==> src/rtl/pa_fpu.sv <==
// Shared types and constants for the fpu register block and its command sequencer.
package pa_fpu;

    typedef enum logic [1:0] {
        FPU_OP_ADD = 2'd0,
        FPU_OP_SUB = 2'd1,
        FPU_OP_MUL = 2'd2,
        FPU_OP_DIV = 2'd3
    } e_fpu_op;

    // fpu register map
    localparam logic [3:0] FPU_ADDR_A0    = 4'd0;
    localparam logic [3:0] FPU_ADDR_B0    = 4'd4;
    localparam logic [3:0] FPU_ADDR_OP    = 4'd8;
    localparam logic [3:0] FPU_ADDR_START = 4'd9;
    localparam logic [3:0] FPU_ADDR_RES0  = 4'd9;

    typedef enum logic [2:0] {
        SEQ_IDLE     = 3'd0,
        SEQ_WRITE    = 3'd1,
        SEQ_WAIT_END = 3'd2,
        SEQ_READ     = 3'd3,
        SEQ_ACK      = 3'd4,
        SEQ_RESP     = 3'd5
    } e_fpu_seq_state;

    // Read-phase step index: 0 setup, 1..4 byte slots, 5 trailing cycle
    localparam logic [3:0] RD_IDX_SETUP     = 4'd0;
    localparam logic [3:0] RD_IDX_LAST_SLOT = 4'd4;
    localparam logic [3:0] RD_IDX_TRAIL     = 4'd5;

    // Bus transfer phases
    localparam logic [1:0] XFER_WR_STROBE_PH = 2'd1;
    localparam logic [1:0] XFER_WR_LAST_PH   = 2'd2;
    localparam logic [1:0] XFER_RD_LAST_PH   = 2'd1;

endpackage

==> src/rtl/fpu_bus_xfer.sv <==
// Single fpu bus slot: 3-cycle write (setup/strobe/hold) or 2-cycle read strobe.
// A new slot may be started while idle or in the last cycle of the current one.
module fpu_bus_xfer
    import pa_fpu::*;
(
    input  logic clk,
    input  logic arst_n,
    input  logic start,
    input  logic rd_req,
    output logic done,
    output logic wr_n,
    output logic rd_n
);

    logic       active;
    logic       is_rd;
    logic [1:0] phase;

    // Phase counter for the slot in progress
    always_ff @(posedge clk or negedge arst_n) begin
        if (!arst_n) begin
            active <= 1'b0;
            is_rd  <= 1'b0;
            phase  <= 2'd0;
        end else if (start) begin
            active <= 1'b1;
            is_rd  <= rd_req;
            phase  <= 2'd0;
        end else if (done) begin
            active <= 1'b0;
        end else if (active) begin
            phase <= phase + 2'd1;
        end
    end

    // Strobe and completion decode
    always_comb begin
        done = active && (phase == (is_rd ? XFER_RD_LAST_PH : XFER_WR_LAST_PH));
        wr_n = !(active && !is_rd && (phase == XFER_WR_STROBE_PH));
        rd_n = !(active && is_rd);
    end

endmodule

==> src/rtl/fpu_cmd_sequencer.sv <==
// Bus-master front end for the fpu: writes operands/op/start, waits for
// completion (with timeout), reads the result and returns it on a response port.
//
// state        | meaning
// -------------+-------------------------------------------------------------
// SEQ_IDLE     | ready for a command; drains any stale cmd_end with end_ack
// SEQ_WRITE    | 10 byte writes: A[0..3], B[0..3], op, start
// SEQ_WAIT_END | waiting for cmd_end, timeout counter running
// SEQ_READ     | setup, 4 read slots at addr 9..12, trailing cycle
// SEQ_ACK      | end_ack high until cmd_end drops
// SEQ_RESP     | rsp_valid high until rsp_ready
module fpu_cmd_sequencer
    import pa_fpu::*;
#(
    parameter int TIMEOUT_CYCLES = 4096,
    parameter int TO_W           = $clog2(TIMEOUT_CYCLES + 1)
) (
    input  logic        clk,
    input  logic        arst_n,
    input  logic        req_valid,
    output logic        req_ready,
    input  e_fpu_op     req_op,
    input  logic [31:0] req_a,
    input  logic [31:0] req_b,
    output logic        rsp_valid,
    input  logic        rsp_ready,
    output logic [31:0] rsp_result,
    output logic        rsp_timeout,
    output logic [7:0]  fpu_data_wr,
    input  logic [7:0]  fpu_data_rd,
    output logic [3:0]  fpu_addr,
    output logic        fpu_cs,
    output logic        fpu_rd,
    output logic        fpu_wr,
    output logic        fpu_end_ack,
    input  logic        fpu_cmd_end,
    input  logic        fpu_busy
);

    localparam logic [TO_W-1:0] TO_LAST = TO_W'(TIMEOUT_CYCLES - 1);

    e_fpu_seq_state  state, state_d;
    logic [3:0]      idx;
    logic [3:0]      rd_ofs;
    logic [TO_W-1:0] to_cnt;
    e_fpu_op         op_q;
    logic [31:0]     a_q, b_q;
    logic            ack_q;
    logic            accept;
    logic            xfer_start, xfer_rd, xfer_done;

    assign req_ready   = (state == SEQ_IDLE) && !fpu_busy && !fpu_cmd_end;
    assign accept      = req_valid && req_ready;
    assign fpu_end_ack = ack_q;

    fpu_bus_xfer u_xfer (
        .clk    (clk),
        .arst_n (arst_n),
        .start  (xfer_start),
        .rd_req (xfer_rd),
        .done   (xfer_done),
        .wr_n   (fpu_wr),
        .rd_n   (fpu_rd)
    );

    // State register
    always_ff @(posedge clk or negedge arst_n) begin
        if (!arst_n) state <= SEQ_IDLE;
        else         state <= state_d;
    end

    // Next state and bus-slot requests
    always_comb begin
        state_d    = state;
        xfer_start = 1'b0;
        xfer_rd    = 1'b0;
        unique case (state)
            SEQ_IDLE: begin
                if (accept) begin
                    state_d    = SEQ_WRITE;
                    xfer_start = 1'b1;
                end
            end
            SEQ_WRITE: begin
                if (xfer_done) begin
                    if (idx == FPU_ADDR_START) state_d    = SEQ_WAIT_END;
                    else                       xfer_start = 1'b1;
                end
            end
            SEQ_WAIT_END: begin
                // completion wins over a timeout landing in the same cycle
                if (fpu_cmd_end)           state_d = SEQ_READ;
                else if (to_cnt == TO_LAST) state_d = SEQ_RESP;
            end
            SEQ_READ: begin
                xfer_rd = 1'b1;
                if (idx == RD_IDX_SETUP)                         xfer_start = 1'b1;
                else if (idx == RD_IDX_TRAIL)                    state_d    = SEQ_ACK;
                else if (xfer_done && idx != RD_IDX_LAST_SLOT)   xfer_start = 1'b1;
            end
            SEQ_ACK: begin
                if (!fpu_cmd_end) state_d = SEQ_RESP;
            end
            SEQ_RESP: begin
                if (rsp_ready) state_d = SEQ_IDLE;
            end
            default: state_d = SEQ_IDLE;
        endcase
    end

    // Command latch, step index, timeout counter, ack and response registers
    always_ff @(posedge clk or negedge arst_n) begin
        if (!arst_n) begin
            op_q        <= FPU_OP_ADD;
            a_q         <= '0;
            b_q         <= '0;
            idx         <= '0;
            to_cnt      <= '0;
            ack_q       <= 1'b0;
            rsp_valid   <= 1'b0;
            rsp_timeout <= 1'b0;
            rsp_result  <= '0;
        end else begin
            if (accept) begin
                op_q <= req_op;
                a_q  <= req_a;
                b_q  <= req_b;
            end
            if (state_d != state)
                idx <= '0;
            else if ((state == SEQ_WRITE && xfer_done) ||
                     (state == SEQ_READ && (idx == RD_IDX_SETUP || xfer_done)))
                idx <= idx + 4'd1;
            to_cnt <= (state == SEQ_WAIT_END) ? to_cnt + TO_W'(1) : '0;
            ack_q  <= (state_d == SEQ_ACK) || (state == SEQ_IDLE && fpu_cmd_end);
            // bytes arrive LSB first; after four shifts byte 0 sits in [7:0]
            if (state == SEQ_READ && xfer_done)
                rsp_result <= {fpu_data_rd, rsp_result[31:8]};
            if (state == SEQ_WAIT_END && state_d == SEQ_RESP) begin
                rsp_valid   <= 1'b1;
                rsp_timeout <= 1'b1;
                rsp_result  <= '0;
            end
            if (state == SEQ_ACK && state_d == SEQ_RESP) begin
                rsp_valid   <= 1'b1;
                rsp_timeout <= 1'b0;
            end
            if (state == SEQ_RESP && rsp_ready) begin
                rsp_valid   <= 1'b0;
                rsp_timeout <= 1'b0;
            end
        end
    end

    // Bus address/data decode from the current step
    always_comb begin
        fpu_cs      = 1'b1;
        fpu_addr    = '0;
        fpu_data_wr = '0;
        rd_ofs      = '0;
        case (state)
            SEQ_WRITE: begin
                fpu_cs   = 1'b0;
                fpu_addr = idx;
                if (idx < FPU_ADDR_B0)
                    fpu_data_wr = a_q[{idx[1:0], 3'b000} +: 8];
                else if (idx < FPU_ADDR_OP)
                    fpu_data_wr = b_q[{idx[1:0], 3'b000} +: 8];
                else if (idx == FPU_ADDR_OP)
                    fpu_data_wr = {{(8 - $bits(e_fpu_op)){1'b0}}, op_q};
            end
            SEQ_READ: begin
                fpu_cs = 1'b0;
                if (idx == RD_IDX_SETUP)      rd_ofs = 4'd0;
                else if (idx >= RD_IDX_TRAIL) rd_ofs = 4'd3;
                else                          rd_ofs = idx - 4'd1;
                fpu_addr = FPU_ADDR_RES0 + rd_ofs;
            end
            default: ;
        endcase
    end

endmodule

==> config.mk <==
export PLATFORM = sky130hd
export DESIGN_NAME = fpu_cmd_sequencer
export DESIGN_NICKNAME = d
export VERILOG_FILES = /design/src/rtl/pa_fpu.sv /design/src/rtl/fpu_bus_xfer.sv /design/src/rtl/fpu_cmd_sequencer.sv
export SDC_FILE = /design/constraint.sdc
export NUM_CORES = 1
export LEC_CHECK = 0
export ABC_AREA = 1
export BUFFER_PORTS_ARGS = -buffer_cell sky130_fd_sc_hd__clkbuf_2
export CAP_MARGIN = 30
export CORE_ASPECT_RATIO = 0.6
export CORE_UTILIZATION = 35
export DETAILED_ROUTE_END_ITERATION = 10
export MAX_ROUTING_LAYER = met4
export PLACE_DENSITY_LB_ADDON = 0.1
export SYNTH_ARGS = -nofsm -noshare
export SYNTH_HDL_FRONTEND = slang
export SYNTH_SLANG_ARGS = --single-unit
export TNS_END_PERCENT = 30
==> constraint.sdc <==
create_clock -name clk -period 6.5 [get_ports clk]
set_input_delay 1.3 -clock clk [delete_from_list [all_inputs] [get_ports clk]]
set_output_delay 1.3 -clock clk [all_outputs]
set_load 0.01 [all_outputs]
After elaboration in Yosys (flattened, before gate mapping)
Index checks and enable logic that the tools add are counted.
{ "classes": {"add_sub_neg": 5, "magnitude_cmp": 3, "eq_ne": 16, "n_shift": 2, "n_mux": 43, "n_reduce_logical": 32} }
{ "ops": {"columns": ["cell", "count"], "rows": [
  ["$mux W32", 2],
  ["$shiftx A32 B6 Y8", 2],
  ["$mux W3", 9],
  ["$mux W8", 3],
  ["$mux W4", 5],
  ["$pmux W3 S6", 1],
  ["$logic_and A1 B1 Y1", 15],
  ["$mux W1", 15],
  ["$add A13 B1 Y13 const B", 1],
  ["$eq A13 B12 Y1 const B", 1],
  ["$mux W13", 1],
  ["$eq A3 B3 Y1 const B", 4],
  ["$mux W2", 5],
  ["$eq A4 B4 Y1 const B", 2],
  ["$pmux W4 S2", 1],
  ["$reduce_bool A2 Y1", 4],
  ["$eq A3 B2 Y1 const B", 2],
  ["$logic_not A1 Y1", 5],
  ["$add A4 B1 Y4 const B", 1],
  ["$add A4 B4 Y4 const A", 1],
  ["$eq A4 B3 Y1 const B", 1],
  ["$ge A4 B3 Y1 const B", 1],
  ["$logic_not A4 Y1", 1],
  ["$lt A4 B3 Y1 const B", 1],
  ["other kinds (15)", 17]
]} }
{ "totals": {"reg_bits": 125, "inputBits": 80, "out_inout_bits": 51, "word_cells": 114} }

Depth between registers and ports, before layout
Gate-level depths: netlist (run 1).
{ "logic_depth": {"depth_word": 11, "depth_mapped": 14, "mapped_depth_nobuf": 12} }

Cells and area by module
From an unflattened synthesis (run 1), not the netlist that was laid out.
{ "hier_totals": {"cells_unflattened": 775, "area_unflattened_um2": 6059.6} }
{ "by_module_without_submodules": {"columns": ["mod", "n_inst", "cells_per_inst", "area_per_inst_um2", "seq_area_each_um2"], "rows": [
  ["fpu_cmd_sequencer", 1, 743, 5833.1, 3027.9],
  ["fpu_bus_xfer", 1, 32, 226.5, 100.1]
]} }

Worst setup path before layout (run 1)
No wires, ideal clock.
{ "synth_timing": {"kind": "flip-flop to output port", "startpoint": "register idx[0]", "endpoint": "output fpu_addr[2]", "arrival_ns": 2.148, "t_required_ns": 5.200, "path_slack_ns": 3.052, "path_stages_with_launch": 11, "path_buffers": 2, "cell_sequence": "dfrtp_1 -> buf_2 -> inv_2 -> buf_1 -> ha_1 -> inv_1 -> nor2_8 -> o21ai_0 -> ha_1 -> xor2_1 -> o22ai_1"} }
{ "synth_via": {"elab_chain_len": 6, "elab_cells_between_ends": 8, "classes_between": "add/sub: 2; order compare: 1; mux: 4; reduce/logical: 1"} }
{ "synth_rtl": {"columns": ["item", "line", "rtl"], "rows": [
  ["start, declared", "fpu_cmd_sequencer.sv:43", "logic [3:0] idx;"],
  ["start signal, assigned", "fpu_cmd_sequencer.sv:133", "idx <= idx + 4'd1;"],
  ["$sub A4 B1 Y4 or $ge A4 B3 Y1 (tied branches)", "fpu_cmd_sequencer.sv:176, fpu_cmd_sequencer.sv:175", null],
  ["$mux W4", "fpu_cmd_sequencer.sv:175", "else if (idx >= RD_IDX_TRAIL) rd_ofs = 4'd3;"],
  ["$mux W4 *", "fpu_cmd_sequencer.sv:174", "if (idx == RD_IDX_SETUP) rd_ofs = 4'd0;"],
  ["$mux W4 *", "fpu_cmd_sequencer.sv:161", "case (state)"],
  ["$add A4 B4 Y4 *", "fpu_cmd_sequencer.sv:177", "fpu_addr = FPU_ADDR_RES0 + rd_ofs;"],
  ["$pmux W4 S2 *", "fpu_cmd_sequencer.sv:161", null],
  ["end, declared", "fpu_cmd_sequencer.sv:31", "output logic [3:0] fpu_addr,"]
]} }
Every way passes the cells marked *; elsewhere a longest branch is shown, timed or not. The select of a mux whose other input is x is not followed.

Final worst setup path (run 1)
{ "layout_timing": {"startpoint": "register idx[1]", "endpoint": "output fpu_addr[1]"} }
{ "layout_via": {"elab_chain_len": 6, "elab_cells_between_ends": 8, "classes_between": "add/sub: 2; order compare: 1; mux: 4; reduce/logical: 1"} }
{ "layout_rtl": {"columns": ["item", "line"], "rows": [
  ["$sub A4 B1 Y4 or $ge A4 B3 Y1 (tied branches)", "fpu_cmd_sequencer.sv:176, fpu_cmd_sequencer.sv:175"],
  ["$mux W4", "fpu_cmd_sequencer.sv:175"],
  ["$mux W4", "fpu_cmd_sequencer.sv:174"],
  ["$mux W4", "fpu_cmd_sequencer.sv:161"],
  ["$add A4 B4 Y4", "fpu_cmd_sequencer.sv:177"],
  ["$pmux W4 S2 *", "fpu_cmd_sequencer.sv:161"]
]} }
Marked as above.

==> results.yml, run 1 <==
floorplan:
  die_area_um2: 17800
  rows: 36
  die_w_um: 172
  core-area_um2: 16500
  io_pins: 131
  die_h_um: 104
  start_util: 0.366
synth:
  synth.avg_cell_area_um2: 8.10
  synth-edff-count: 0
  ys_ff_latch: 125
  synthDominantCellAreaShare: 0.517
  async_flop_share: 1.00
  ys.flop_type: "dfrtp_1"
  ys_top_cells_by_area: "dfrtp_1 (52%), nand2_1 (17%), o21ai_0 (4.1%)"
  netlist_instances: 746
  syn_nets: 833
  ys_types: 41
  yosys.area.top_type: "dfrtp_1"
  ys_seq_area_frac: 0.517
  synth_warnings: 0
  syn_area_um2: 6040
timing:
  skew_ps: 12.4
  slew_headroom: 0.458
  tightest_slew_ps: 813
  setup_tns_ps: 0
  drv_slew: 0
  fin_crit_sh: 0.686
  final-hold-violation-count: 0
  fmax_mhz: 224
  setup_viol: 0
  min_period_ps: 4460
  grt_setup_unrepaired: "false"
critical_path:
  cp_max_fo: 22
  crit_arrival_ps: 3160
  crit_type: "flip-flop to output port"
  end_kind: "output port"
  cp-start-kind: "flip-flop"
  critPathRequiredTime_ps: 5200
global_route:
  overflow: 0
  grt_pass1_vias: 5330
  grt.total_usage: 0.206
  grt_pass1_wl_um: 27300
  grt_max_degree: 69
  antenna_found_initial: 0
place:
  dpl.hpwl_um: 12200
  place.port_buffers: 130
  gp_congestion: 0.854
  dp_cells: 1072
cells_and_area:
  layout_common_cells: "nand2_1 (266), clkbuf_2 (129), dfrtp_1 (125)"
  stdcell_count: 1105
  layout-drive-gt1-share: 0.217
  nNetsFinal: 951
  fin_util: 0.449
  fillers: 1639
  n_antenna_cell: 0
  layout_commonest_cell: "nand2_1"
  area_delta_synth_final_pct: 22.9
run_status:
  outcome: "complete, no violations"
route:
  drt_iter0_markers: 521
  drc: 0
  via_count: 5346
  viasPerCell: 4.84
  firstDrtPassIters: 5
  wire_per_inst_um: 15.1
  wl_um: 16700
  ant_nets: 0
clocking:
  cts.sinks: 125
  clock-root-buffer: "clkbuf_16"
  clk_latency_ps: 420
  cts_tree: "built"
  ctsResizeCount: 0
  htree_levels: 4
  clockBufferDepth: 2
  postCtsSetupRepairBufs: 0
  cts_buffers: 17
  holdBufCountCts: 0
  clk_pin_slew_worst_paths_ps: 60
min_path:
  hp-class: "flip-flop to flip-flop"
power_and_ir_drop:
  vdd.ir_drop.worst_mv: 0.161
  powerDensity_nw_per_um2: 371
  p_leak_nw: 3.96
run:
  drv_cap: 0
-- worst max-delay path: stages, from the launching register on --
cell and delay (ps):
dfrtp_1 690, inv_1 480, ha_1 360, inv_1 200
nor2_8 80, o21ai_0 320, ha_1 300, nand2_1 60
o21ai_0 80, clkbuf_2 170
-- where the power goes --
part | switching, mW | leakage [nW] | total (mW) | internal, mW
Clock | 0.403 | 0.289 | 0.949 | 0.547
Sequential | 0.151 | 1.54 | 1.11 | 0.957
Combinational | 0.443 | 2.14 | 0.700 | 0.256
Total | 0.997 | 3.96 | 2.76 | 1.76
-- through the flow --
step                      cell area (µm²)  setup WS (ps)  hold WS (ps)  total power, mW
after global routing                 7430           1740           493             2.93
after floorplan                      6040           3050           433             1.54
after CTS                            7400           2030           462             2.78
after detailed placement             6810           2470           454             1.81
after global placement               6790           2650           445             1.79
final                                7430           2040           462             2.76
-- Yosys cell counts (all sizes together), types with 3 or more instances --
| cell | n |
|---|---|
| nand2 | 270 |
| dfrtp | 125 |
| inv | 66 |
| nor2 | 57 |
| nand3 | 52 |
| o21ai | 52 |
| o22ai | 24 |
| buf | 21 |
| a21oi | 16 |
| clkbuf | 15 |
| nor3 | 9 |
| nand4 | 8 |
| ha | 7 |
| xor2 | 6 |
| o221ai | 3 |
-- area by class of cell --
class	count	area (µm²)	share of cell area
tap	228	285	0.0384
timing repair buffer	135	723	0.0974
clock buffer	17	425	0.0573
inverter	66	250	0.0337
sequential	125	3130	0.421
clock inverter	15	166	0.0224
multi-input combinational	519	2450	0.330
-- cell families after synthesis --
logic type / after synthesis / share of synthesized area
AO/OA/AOI/OAI: 104 / 0.0992
XOR/XNOR: 6 / 0.00869
adder cells (fa/ha/maj): 7 / 0.0145
buffers and inverters: 102 / 0.0774
flip-flops: 125 / 0.517
AND/OR/NAND/NOR: 402 / 0.283
-- registers in the layout, indices dropped and copies added (netlist names), 2 cells and up --
register and flops:
state 3, b_q 32, op_q 2, to_cnt 13, rsp_result 32, a_q 32
u_xfer.phase 2, idx 4
-- metal layers --
layer	global-route usage	wire length [µm]
met1	0.311	9020
met2	0.272	6710
met3	0.0527	879
met4	0.0408	102
met5	-	0
-- worst paths after layout --
| check | startpoint | to | slack, ps | depth (start not counted) |
|---|---|---|---|---|
| setup / recovery | idx[1] | fpu_addr[1] | 2040 | 9 |
| hold / removal | to_cnt[0] | to_cnt[0] | 460 | 1 |
| setup reg to reg | state[2] | rsp_result[31] | 3810 | 7 |
| hold reg to reg | to_cnt[0] | to_cnt[0] | 460 | 1 |
| max in group asynchronous | arst_n | to_cnt[5] | 4180 | 2 |
| min in group asynchronous | arst_n | b_q[7] | 950 | 1 |
(Power assumes the default switching activity.)
==> inputs of run 2 (changes only) <==
--- a/config.mk
+++ b/config.mk
@@ -5,7 +5,7 @@
 export SDC_FILE = /design/constraint.sdc
 export NUM_CORES = 1
 export LEC_CHECK = 0
-export ABC_AREA = 1
+export ABC_AREA = 0
 export BUFFER_PORTS_ARGS = -buffer_cell sky130_fd_sc_hd__clkbuf_2
 export CAP_MARGIN = 30
 export CORE_ASPECT_RATIO = 0.6
==> constraint.sdc (replaced) <==
create_clock -name clk -period 4.1 [get_ports clk]
set_input_delay 0.82 -clock clk [delete_from_list [all_inputs] [get_ports clk]]
set_output_delay 0.82 -clock clk [all_outputs]
set_load 0.01 [all_outputs]
==> run 2 against run 1 <==
- global-route usage fell by 3.3 points
- wire length fell by 17%
- synthesized cell count fell by 35%
- total power rose by 67%
- sequential share of layout area fell by 0.37 points
- setup slack got worse by 1600 ps
- non-clock buffer count rose by 3
- clock skew rose by 0.65 ps
- clock power rose by 61%
- critical path depth rose by 1
- design area rose by 0.88%
==> results.yml, run 2 <==
run_status:
  outcome: "complete, no violations"
global_route:
  grt.total_usage: 0.173
  overflow: 0
  antenna_found_initial: 0
  grt_max_degree: 57
  grt_pass1_vias: 4347
  grt_pass1_wl_um: 22800
synth:
  synthDominantCellAreaShare: 0.520
  yosys.area.top_type: "dfrtp_1"
  async_flop_share: 1.00
  synth-edff-count: 0
  syn_nets: 570
  synth_warnings: 0
  synth.avg_cell_area_um2: 12.5
  ys_top_cells_by_area: "dfrtp_1 (52%), mux2_2 (9.2%), mux2i_1 (6.7%)"
  syn_area_um2: 6020
  yosys.cell_count.top_type: "dfrtp_1"
  ys_seq_area_frac: 0.520
  ys_types: 55
  netlist_instances: 483
  ys_ff_latch: 125
  ys.flop_type: "dfrtp_1"
  yosys-top-cells-count: "dfrtp_1 (125), nor2_1 (73), mux2_2 (49)"
power_and_ir_drop:
  p_leak_nw: 3.73
  report.power.total_mw: 4.59
  powerDensity_nw_per_um2: 613
  vdd.ir_drop.worst_mv: 0.306
timing:
  grt_setup_unrepaired: "false"
  drv_slew: 0
  final-hold-violation-count: 0
  slew_headroom: 0.522
  setup_tns_ps: 0
  hold_ws_ps: 448
  fin_crit_sh: 0.894
  setup_viol: 0
  skew_ps: 13.0
  min_period_ps: 3660
  tightest_slew_ps: 717
  fmax_mhz: 273
critical_path:
  startpoint: "idx[0]"
  critPathRequiredTime_ps: 3280
  crit_arrival_ps: 2840
  cp_max_fo: 8
  worstReg2RegEnd: "idx[1]"
  crit_type: "flip-flop to output port"
  cp-start-kind: "flip-flop"
  cp-endpoint: "fpu_addr[2]"
  reg2reg_from: "state[1]"
  reg2reg_slack_ps: 1860
  r2r_cells: 5
  end_kind: "output port"
route:
  wl_met3_um: 853
  met1_length_um: 6610
  via_count: 4185
  wire_per_inst_um: 16.2
  drc: 0
  wl_met2_um: 6210
  dr.max_layer_used: "met4"
  ant_nets: 0
  firstDrtPassIters: 4
  viasPerCell: 4.88
  drt_iter0_markers: 207
  wl_um: 13800
run:
  drv_cap: 0
clocking:
  clock-root-buffer: "clkbuf_16"
  holdBufCountCts: 0
  cts_buffers: 17
  cts.sinks: 125
  postCtsSetupRepairBufs: 0
  htree_levels: 4
  clk_pin_slew_worst_paths_ps: 70
  cts_tree: "built"
  ctsResizeCount: 0
  clk_latency_ps: 420
  clockBufferDepth: 2
floorplan:
  die_area_um2: 17700
  die_h_um: 104
  core-area_um2: 16500
  start_util: 0.364
  die_w_um: 171
  io_pins: 131
  rows: 36
min_path:
  hp-class: "input pin to async pin"
place:
  placed_area_um2: 6860
  place.port_buffers: 130
  dpl.hpwl_um: 9980
  gp_congestion: 0.911
cells_and_area:
  nNetsFinal: 702
  layout_common_cells: "clkbuf_2 (129), dfrtp_1 (125), nor2_1 (73)"
  fin_util: 0.453
  area_delta_synth_final_pct: 24.5
  reg.largest.list: "a_q (32), b_q (32), rsp_result (32)"
  layout_commonest_cell: "clkbuf_2"
  stdcell_area_um2: 7490
  layout-drive-gt1-share: 0.393
## run 2: cell count changes in the layout (fill, tap and decap cells not counted), moves of 16 or more
cell	before	now
o22ai_1	24	0
mux2_1	0	18
mux2i_1	0	40
mux2_2	0	49
nand2_1	266	18
inv_1	61	8
nand3_1	48	13
mux4_2	0	16
o21ai_0	50	7
nor2_1	53	73
## run 2: layer usage
metal	vias up	track usage
li1	1983	-
met1	2083	0.231
met2	101	0.248
met3	18	0.0524
met4	0	0.0587
met5	-	-
## run 2: stage by stage
| stage | cells | setup WS [ps] |
|---|---|---|
| global placement | 823 | 1040 |
| detailed placement | 823 | 926 |
| global route | 856 | 265 |
| finish | 857 | 435 |
| CTS | 855 | 484 |
| floorplan | 483 | 1080 |
## run 2: cell type report
class	count	area, µm²
Fill cell	1586	9040
Sequential cell	125	3130
Multi-Input combinational cell	324	2710
Timing Repair Buffer	138	726
Clock buffer	18	429
Tap cell	228	285
Clock inverter	14	178
Inverter	9	33.8
Antenna cell	1	2.50
## run 2: worst min-delay path by stage
stage,startpoint,to,slack (ps),cells past startpoint
6_report,arst_n,a_q[10],450,1
5_1_grt,arst_n,a_q[10],500,1
4_1_cts,arst_n,a_q[10],480,1
3_5_place_dp,a_q[19],a_q[19],480,1
3_3_place_gp,a_q[18],a_q[18],470,1
2_1_floorplan,a_q[16],a_q[16],460,1
## run 2: worst max-delay path, stage by stage (launching register included)
cell and delay, ps:
dfrtp_1 470, inv_1 180, ha_1 200, nor2b_1 200, nand2_1 80, a21o_1 200
ha_1 220, nor4_1 220, o21ai_0 120, a21oi_1 350, clkbuf_2 200
## run 2: logic make-up after synthesis
| group | synth area share |
|---|---|
| muxes | 0.252 |
| DFF | 0.520 |
| AOI/OAI and AO/OA | 0.0478 |
| adders and majority gates | 0.0146 |
| and+or+nand+nor | 0.115 |
| xor gates and xnor gates | 0.0204 |
| buffers and inverters | 0.0310 |
## run 2: power by group
group | total [mW] | switching (mW) | internal, mW
logic | 1.22 | 0.558 | 0.666
clock network | 1.53 | 0.613 | 0.922
registers | 1.83 | 0.223 | 1.61
